**src/rtl/coarse_pkg.sv**
```systemverilog
// Shared constants and helpers for the coarse left-shift path and its autorange controller.
// Pure declarations; no latency, no flow control.
// Any consumer of the coarse shift imports these so the widths stay in lockstep.
package coarse_pkg;
    localparam int DATA_W  = 14;
    localparam int MAG_W   = 13;
    localparam int ADJ_W   = 3;
    localparam int ADJ_MAX = 7;
    localparam int LZ_W    = 4;

    typedef enum logic [1:0] {
        ST_IDLE    = 2'd0,
        ST_MEASURE = 2'd1,
        ST_DECIDE  = 2'd2
    } state_t;

    // Leading zeros of a 13-bit magnitude; zero input yields 13.
    function automatic logic [LZ_W-1:0] lzc(input logic [MAG_W-1:0] m);
        logic [LZ_W-1:0] n;
        logic            found;
        n     = LZ_W'(MAG_W);
        found = 1'b0;
        for (int i = MAG_W - 1; i >= 0; i--) begin
            if (!found && m[i]) begin
                n     = LZ_W'(MAG_W - 1 - i);
                found = 1'b1;
            end
        end
        return n;
    endfunction

    // Largest shift that keeps the sample inside full scale minus headroom.
    function automatic logic [ADJ_W-1:0] safe_shift(input logic [LZ_W-1:0] lz, input int headroom);
        int d;
        d = int'(lz) - headroom;
        if (d < 0)
            return '0;
        else if (d > ADJ_MAX)
            return ADJ_W'(ADJ_MAX);
        return ADJ_W'(d);
    endfunction
endpackage

```
**src/rtl/mag_lzc.sv**
```systemverilog
// Saturating absolute value of a signed sample plus its 13-bit leading-zero count.
// Purely combinational, zero latency.
// No flow control; the caller qualifies the result.
module mag_lzc
    import coarse_pkg::*;
(
    input  logic [DATA_W-1:0] data,
    output logic [MAG_W-1:0]  mag,
    output logic [LZ_W-1:0]   lz
);
    logic [DATA_W-1:0] abs_val;

    always_comb begin
        abs_val = data[DATA_W-1] ? (~data + DATA_W'(1)) : data;
        // Only -8192 sets the top bit after negation; clip it to 8191.
        mag     = abs_val[DATA_W-1] ? '1 : abs_val[MAG_W-1:0];
        lz      = lzc(mag);
    end
endmodule

```
**src/rtl/coarse_autorange.sv**
```systemverilog
// Peak-tracking gain selector driving the coarse shift: fast attack, slow release, manual bypass.
// Fast attack 2 cycles after the offending sample; window decision 3 cycles after its last sample.
// No backpressure: every valid sample is accepted, including those arriving during DECIDE.
module coarse_autorange
    import coarse_pkg::*;
#(
    parameter int WINDOW_LOG2  = 14,
    parameter int HEADROOM     = 1,
    parameter int HOLD_WINDOWS = 4
)(
    input  logic              clk_i,
    input  logic              rstn_i,
    input  logic [DATA_W-1:0] data_i,
    input  logic              valid_i,
    input  logic              en_i,
    input  logic [ADJ_W-1:0]  adj_manual_i,
    output logic [ADJ_W-1:0]  adj_o,
    output logic              update_o,
    output logic [MAG_W-1:0]  peak_o,
    output logic              peak_valid_o
);
    localparam int               CNT_W    = WINDOW_LOG2 + 1;
    localparam logic [CNT_W-1:0] WIN_LEN  = {1'b1, {WINDOW_LOG2{1'b0}}};
    localparam logic [3:0]       HOLD_TGT = 4'(HOLD_WINDOWS);

    logic [MAG_W-1:0] m_comb;
    logic [LZ_W-1:0]  lz_comb;

    logic             s1_vld;
    logic [MAG_W-1:0] s1_mag;
    logic [LZ_W-1:0]  s1_lz;

    state_t           state, state_nxt;
    logic [MAG_W-1:0] peak, peak_nxt, peak_o_nxt;
    logic [CNT_W-1:0] cnt, cnt_nxt, cnt_inc;
    logic [3:0]       hold, hold_nxt, hold_inc;
    logic [ADJ_W-1:0] adj_nxt, adj_dec, tgt;
    logic             pv_nxt;

    mag_lzc u_mag_lzc (
        .data (data_i),
        .mag  (m_comb),
        .lz   (lz_comb)
    );

    // Stage 1 runs regardless of FSM state so no sample is lost around DECIDE.
    always_ff @(posedge clk_i or negedge rstn_i) begin
        if (!rstn_i) begin
            s1_vld <= 1'b0;
            s1_mag <= '0;
            s1_lz  <= '0;
        end else begin
            s1_vld <= valid_i;
            s1_mag <= m_comb;
            s1_lz  <= lz_comb;
        end
    end

    always_ff @(posedge clk_i or negedge rstn_i) begin
        if (!rstn_i) begin
            state        <= ST_IDLE;
            adj_o        <= '0;
            update_o     <= 1'b0;
            peak_o       <= '0;
            peak_valid_o <= 1'b0;
            peak         <= '0;
            cnt          <= '0;
            hold         <= '0;
        end else begin
            state        <= state_nxt;
            adj_o        <= adj_nxt;
            update_o     <= (adj_nxt != adj_o);
            peak_o       <= peak_o_nxt;
            peak_valid_o <= pv_nxt;
            peak         <= peak_nxt;
            cnt          <= cnt_nxt;
            hold         <= hold_nxt;
        end
    end

    always_comb begin
        state_nxt  = state;
        adj_nxt    = adj_o;
        adj_dec    = adj_o;
        peak_nxt   = peak;
        cnt_nxt    = cnt;
        hold_nxt   = hold;
        peak_o_nxt = peak_o;
        pv_nxt     = 1'b0;
        cnt_inc    = cnt + CNT_W'(1);
        hold_inc   = hold + 4'd1;
        tgt        = safe_shift(lzc(peak), HEADROOM);

        if (!en_i) begin
            state_nxt = ST_IDLE;
            adj_nxt   = adj_manual_i;
            peak_nxt  = '0;
            cnt_nxt   = '0;
            hold_nxt  = '0;
        end else begin
            case (state)
                ST_IDLE: state_nxt = ST_MEASURE;

                ST_MEASURE: begin
                    if (s1_vld) begin
                        if (s1_lz < {1'b0, adj_o}) begin
                            adj_nxt  = safe_shift(s1_lz, HEADROOM);
                            peak_nxt = '0;
                            cnt_nxt  = '0;
                            hold_nxt = '0;
                        end else begin
                            peak_nxt = (s1_mag > peak) ? s1_mag : peak;
                            cnt_nxt  = cnt_inc;
                            if (cnt_inc == WIN_LEN)
                                state_nxt = ST_DECIDE;
                        end
                    end
                end

                ST_DECIDE: begin
                    peak_o_nxt = peak;
                    pv_nxt     = 1'b1;
                    state_nxt  = ST_MEASURE;
                    peak_nxt   = '0;
                    cnt_nxt    = '0;
                    if (tgt < adj_o) begin
                        adj_dec  = tgt;
                        hold_nxt = '0;
                    end else if (tgt > adj_o) begin
                        if (hold_inc == HOLD_TGT) begin
                            adj_dec  = adj_o + ADJ_W'(1);
                            hold_nxt = '0;
                        end else begin
                            hold_nxt = hold_inc;
                        end
                    end else begin
                        hold_nxt = '0;
                    end
                    adj_nxt = adj_dec;
                    // A sample landing in DECIDE opens the next window, judged against the new shift.
                    if (s1_vld) begin
                        if (s1_lz < {1'b0, adj_dec}) begin
                            adj_nxt  = safe_shift(s1_lz, HEADROOM);
                            hold_nxt = '0;
                        end else begin
                            peak_nxt = s1_mag;
                            cnt_nxt  = CNT_W'(1);
                        end
                    end
                end

                default: state_nxt = ST_IDLE;
            endcase
        end
    end
endmodule

```
**config.mk**
```make
export PLATFORM = sky130hd
export DESIGN_NAME = coarse_autorange
export DESIGN_NICKNAME = d
export VERILOG_FILES = /design/src/rtl/coarse_pkg.sv /design/src/rtl/mag_lzc.sv /design/src/rtl/coarse_autorange.sv
export SDC_FILE = /design/constraint.sdc
export NUM_CORES = 1
export LEC_CHECK = 0
export CAP_MARGIN = 20
export CORE_ASPECT_RATIO = 0.8
export CORE_MARGIN = 1
export CORE_UTILIZATION = 55
export DETAILED_ROUTE_END_ITERATION = 8
export GPL_TIMING_DRIVEN = 0
export PLACE_DENSITY = 0.78
export SLEW_MARGIN = 20
export SYNTH_ARGS = -nofsm -noshare
export SYNTH_HDL_FRONTEND = slang
export SYNTH_SLANG_ARGS = --single-unit
export TNS_END_PERCENT = 50
```
**constraint.sdc**
```tcl
create_clock -name clk_i -period 6.6 [get_ports clk_i]
set_clock_uncertainty 0.05 [all_clocks]
set_input_delay 1.65 -clock clk_i [delete_from_list [all_inputs] [get_ports clk_i]]
set_output_delay 1.65 -clock clk_i [all_outputs]
set_load 0.1 [all_outputs]
```
# Yosys cells after proc, flatten, opt, wreduce, memory -nomap -nowiden
# Index checks and enable logic that the tools add are counted.
# word_totals
ff_bits	70
out_inout_bits	18
input_bits	21
ram_bits	0
memories	0
wordCells	204
romBits	0
latchBits	0
# op_classes
magnitude_cmp	9
multipliers	0
bitwise	1
n_reduce_logical	55
mux	111
n_eq_ne	11
div_mod_pow	0
shifts	0
addsub	6
# op_table
op	count
two-way mux 4 bit	34
two-way mux 13 bit	7
two-way mux 3 bit	17
two-way mux 15 bit	3
two-way mux 1 bit	40
one-hot mux 15 bit (2 select lines)	1
one-hot mux 13 bit (2 select lines)	1
logical AND 1 bit	24
logical NOT 1 bit	24
adder 15 x 1 -> 15 bit (second input constant)	1
equality test 15 bit (second input constant)	1
adder 14 x 1 -> 14 bit (second input constant)	1
two-way mux 14 bit	1
inverter 14 bit	1
> comparator 13 bit	1
inequality test 3 bit (second input constant)	4
> comparator 5 x 4 -> 1 bit (second input constant)	2
less-than comparator 5 x 1 -> 1 bit (second input constant)	2
subtractor 4 x 1 -> 5 bit (second input constant)	2
AND reduction 3 bit	3
less-than comparator 4 x 3 -> 1 bit	2
two-way mux 2 bit	4
one-hot mux 4 bit (2 select lines)	1
one-hot mux 3 bit (2 select lines)	1
other kinds (14)	15

# Logic depth before layout (Yosys ltp)
# Gate-level depths: netlist of run 1.
# depth
ltp_word	58
depth_mapped	23
depth_no_buf	22

# Modules after synthesis
# From an unflattened synthesis of run 1, not the netlist that was laid out.
# hier_totals
hier_cells	567
hier_area_um2	4957.3
# by_module_without_submodules
mod	n_inst	area_each_um2	seq_area_each_um2	cells_each
coarse_autorange	1	4235.3	1751.7	458
mag_lzc	1	721.9	0.0	109

# Worst setup path before layout of run 1
# No wires, ideal clock.
# synth_timing
path_kind	register to register
startpoint	reg peak[12]
endpoint	reg update_o
stages_incl_launch_ff	19
period_less_slack_ps	4760
arrival_ps	4572
setup_ps	139
path_buffers	0
slack_ps	1840
path_cell_list	dfrtp_1 -> nor4_1 -> nand2_1 -> o32a_1 -> ha_1 -> o22ai_1 -> ha_1 -> nand3_1 -> o211ai_1 -> nor2_1 -> a211oi_1 -> a211oi_1 -> ha_1 -> o21ai_0 -> a21oi_1 -> a21oi_1 -> mux2_2 -> a311o_1 -> or4_1
# synth_between
elab_chain_cells	53
# synth_lines
element	line	rtl
start, declared	coarse_autorange.sv:34	logic [MAG_W-1:0] peak, peak_nxt, peak_o_nxt;
start signal, assigned	coarse_autorange.sv:75	peak <= peak_nxt;
two-way mux 1 bit	coarse_pkg.sv:24	if (!found && m[i]) begin
logical NOT 1 bit	coarse_pkg.sv:24	
logical AND 1 bit	coarse_pkg.sv:24	
two-way mux 1 bit	coarse_pkg.sv:24	
logical NOT 1 bit	coarse_pkg.sv:24	
logical AND 1 bit	coarse_pkg.sv:24	
two-way mux 1 bit	coarse_pkg.sv:24	
logical NOT 1 bit	coarse_pkg.sv:24	
[37 not listed]	n/a	
two-way mux 3 bit (*)	coarse_autorange.sv:101	case (state)
two-way mux 3 bit (*)	coarse_autorange.sv:94	if (!en_i) begin
less-than comparator 4 x 3 -> 1 bit	coarse_autorange.sv:142	if (s1_lz < {1'b0, adj_dec}) begin
two-way mux 3 bit	coarse_autorange.sv:142	
two-way mux 3 bit (*)	coarse_autorange.sv:141	if (s1_vld) begin
one-hot mux 3 bit (2 select lines) (*)	coarse_autorange.sv:101	
two-way mux 3 bit (*)	coarse_autorange.sv:94	
inequality test 3 bit (*)	coarse_autorange.sv:72	update_o <= (adj_nxt != adj_o);
end signal, assigned	coarse_autorange.sv:72	
end, declared	coarse_autorange.sv:18	output logic update_o,
# Every way passes the cells marked *; elsewhere a longest branch is shown, timed or not. The select of a mux whose other input is x is not followed.
# A chain may end at the register's enable or synchronous reset.

# Final worst setup path of run 1
# Same ends and word-level chain as after synthesis.

==> summary.md, run 1 <==
| Metric | Value |
|---|---|
| Status | finished clean |
| RSZ-0062 raised after global routing | no |
| Tcrit/Tclk final | 87.19% |
| Worst VDD drop | 0.1958 mV |
| Startpoint Class | flop |
| CTS tree | built |
| Slew headroom | 35.45% |
| DRT Wirelength | 10.50 mm |
| Vias in the first global route | 3881 |
| Core area | 8092 sq um |
| Pins Over Slew Limit | 0 |
| Most common library cells after synthesis | 85 x nand2_1, 70 x dfrtp_1, 56 x o21ai_0 |
| Slew of the pin with the lowest slew margin | 0.9653 ns |
| Mux cell area share after synthesis | 4.318% |
| Post-Synth Simple-Gate Area | 21.00% |
| CTS Hold Bufs | 0 |
| Clock sink total | 70 |
| Pin count of the biggest net entering global routing | 39 |
| Fillers | 665 |
| Syn Inst Count | 550 |
| Antenna violations before repair | 0 |
| Ratio of cells with drive above 1 in the final layout | 4.975% |
| CTS H-Tree Depth | 3 |
| Vias | 4152 |
| DR pass1 iterations | 5 |
| Area grow syn2layout | 15.17% |
| Fraction of registers with async set or reset after synthesis | 100.0% |
| Bufs and invs on worst path | 0 |
| Ant diodes | 0 |
| CP Max Fanout | 6 |
| Initial Util | 58.02% |
| M1 wire length | 5.288 mm |
| Maxcap violations | 0 |
| Worst-skew pair later-pin latency | 0.35 ns |
| DR top layer | met4 |
| Seq/Total Area, Yosys | 37.31% |
| Cell taking the most area after synthesis | dfrtp_1 |
| Slowest stage delay, CP | 0.51 ns |
| Top_reg_cell synth | dfrtp_1 |
| Power, Total | 1.311 mW |
| Clk slew on worst S/H paths | 0.08 ns |
| Grt ovf | 0 |
| Yosys warning total | 0 |
| Unique masters post-synth | 61 |
| Met2 WL | 4.584 mm |
| RD Place Congestion | 0.9250 |
| Crit-path cells | nor4_1, nand2_1, o32a_1, ha_1, o22ai_1, ha_1, nand3_1, o211ai_1, nor2_1, a211oi_1, a211oi_1, ha_1, o21ai_0, a21oi_1, a21oi_1, mux2_2, a311o_1, or4_1 |
| Post-synthesis xor/xnor area fraction | 3.731% |
| DRC Markers | 0 |
| Sequential share of power | 36.5% |
| P_sw | 504.2 uW |
| Sw Share | 38.45% |
| Top cells by area, synth | dfrtp_1 37%, ha_1 8.3%, nand2_1 6.8%, o21ai_0 6.0%, mux2i_1 3.8% |
| Worst hold margin | 0.4303 ns |
| Yosys reg bits | 70 |
| Die W | 105.3 um |
| First-pass GRT wire length | 18.10 mm |
| Area share of the largest cell type after synthesis | 37.31% |
| Maximum buffer depth of the clock tree | 2 |
| # resized after CTS | 0 |
| ANT nets after route | 0 |
| Overall routing resource usage | 25.30% |
| Root buf cell | clkbuf_8 |
| Total CTS buffers | 9 |
| Setup TNS | 0 ns |
| Worst Path Required | 6.76 ns |
| Crit path DAT | 5.92 ns |
| Final core utilization | 66.82% |
| Site Rows | 29 |
| Synthesized area per cell | 8.535 sq um |
| Dpl hpwl | 7.952 mm |
| Final nets | 650 |
| Critical path's most frequent cell | ha_1 |
| Dominant cell by count in the synthesized netlist | nand2_1 |
| Internal | 807.3 uW |
| P_leak | 2.318 nW |
| Met3 WL post-DR | 504 um |
| Final Hold Fails | 0 |
| Combinational Power Share | 36.8% |
| Post-synth design cell area | 4695 sq um |
| Hold crit path type | reg2reg |
| Power density over the cells | 242.6 nW/um^2 |
| Slowest stage cell, crit path | or4_1 |
| Crit Path Class | reg2reg |
| Post-synth net total | 602 |
| # IOs | 39 |
| Synth Area in Compound Gates | 20.90% |
| Setup violators final | 0 |
| Routed length per placed instance | 14.76 um |
| Chip height | 84.64 um |
| Max frequency | 173.8 MHz |
| Endpoint class of the critical path | flop |
| Die area | 8911 sq um |
| Final min period | 5.754 ns |
| Post-synth EDFFs | 0 |
| Clk pwr share | 26.7% |
| Synthesized-area fraction occupied by adder cells | 8.262% |
| Largest family of logic cells by synthesized area | simple AND/OR/NAND/NOR gates |
| CP top delay family | compound AO/OA/AOI/OAI gates |
| Initial DRC count | 184 |
| Vias per cell | 5.840 |
| Post-CTS Repair Setup Buffers | 0 |
| IO Port Bufs | 36 |
[layer usage]
layer	up-vias	track usage, %
met5	-	0
met4	0	6.274
met3	12	4.503
met2	116	39.06
met1	1962	36.84
li1	2062	-
[logic make-up after synthesis]
logic type               Yosys count
buffers and inverters             53
flip-flops                        70
adder cells (fa/ha/maj)           31
AND/OR/NAND/NOR                  209
AO/OA/AOI/OAI                    147
XOR/XNOR                          20
multiplexers                      20
[worst paths after layout]
| check | to | cells past startpoint | startpoint | slack, ns |
|---|---|---|---|---|
| max | update_o | 18 | peak[12] | 0.85 |
| min | peak_o[0] | 2 | peak_o[0] | 0.43 |
| max reg2reg | update_o | 18 | peak[12] | 0.85 |
| min reg2reg | peak_o[0] | 2 | peak_o[0] | 0.43 |
| max in group asynchronous | peak[12] | 2 | rstn_i | 4.76 |
| min in group asynchronous | peak_o[3] | 1 | rstn_i | 1.19 |
[final cells by class]
cell class              count  area [sq um]  share of cell area [%]
multi-input cells         427          2733                   50.54
flip-flops and latches     70          1752                   32.40
repair buffers             37         377.9                   6.989
well taps                 108         135.1                   2.499
clock buffers              10         127.6                   2.361
inverters                  32         120.1                   2.222
plain buffers              21         90.09                   1.666
clock inverters             6         71.32                   1.319
[worst register-to-register path: stages, from the launching register on]
cell	delay [ns]
dfrtp_1	0.46
nor4_1	0.39
nand2_1	0.17
o32a_1	0.21
ha_1	0.29
o22ai_1	0.42
ha_1	0.35
nand3_1	0.13
o211ai_1	0.16
nor2_1	0.24
a211oi_1	0.11
a211oi_1	0.45
ha_1	0.33
o21ai_0	0.07
a21oi_1	0.07
a21oi_1	0.49
mux2_2	0.41
a311o_1	0.34
or4_1	0.51
[flip-flops by register name, summed over array words and instances (netlist names)]
| name | cells |
|---|---|
| peak | 13 |
| cnt | 15 |
| update_o | 1 |
| s1_mag | 13 |
| s1_lz | 4 |
| s1_vld | 1 |
| state | 2 |
| peak_valid_o | 1 |
| hold | 4 |
| adj_o | 3 |
| peak_o | 13 |
[power by group through the flow]
stage / sequential (mW) / combinational [mW] / clock [mW]
2_1_floorplan: 0.523 / 0.306 / 0
3_3_place_gp: 0.486 / 0.455 / 0
4_1_cts: 0.478 / 0.477 / 0.357
6_report: 0.479 / 0.482 / 0.350
5_1_grt: 0.483 / 0.535 / 0.379
3_5_place_dp: 0.487 / 0.474 / 0
[cells in the final DEF (no fill, tap or decap), types with 5 or more instances in the layout]
master and instances:
nand2_1 85, clkbuf_1 18, mux2i_1 18, nand4_1 5
a21o_1 7, nor2b_1 10, ha_1 31, clkdlybuf4s50_1 35
inv_1 32, a31oi_1 7, a21oi_1 17, nand3_1 21
a211oi_1 6, nor3_1 13, nand2b_1 10, o31ai_1 8
o21ai_0 56, and3_1 6, dfrtp_1 70, o21a_1 5
xnor2_1 8, xor2_1 12, o41ai_1 7, clkbuf_8 9
nor2_1 39
[per-stage QoR]
step	instance area [sq um]	setup slack, ns	cells
finish	5406	0.8457	711
global route	5406	0.5346	711
CTS	5406	0.8763	711
detailed placement	5207	0.8942	695
global placement	5190	1.112	694
floorplan	4695	1.840	550
No activity file was read; power rests on OpenSTA's default activity.
==> run 2, diff against run 1 <==
--- a/config.mk
+++ b/config.mk
@@ -11,8 +11,9 @@
 export CORE_UTILIZATION = 55
 export DETAILED_ROUTE_END_ITERATION = 8
 export GPL_TIMING_DRIVEN = 0
+export HOLD_SLACK_MARGIN = 0.1
 export PLACE_DENSITY = 0.78
-export SLEW_MARGIN = 20
+export SLEW_MARGIN = 15
 export SYNTH_ARGS = -nofsm -noshare
 export SYNTH_HDL_FRONTEND = slang
 export SYNTH_SLANG_ARGS = --single-unit
==> results of run 2 <==
The final DEF is identical to that of run 1; final timing and power are the same.
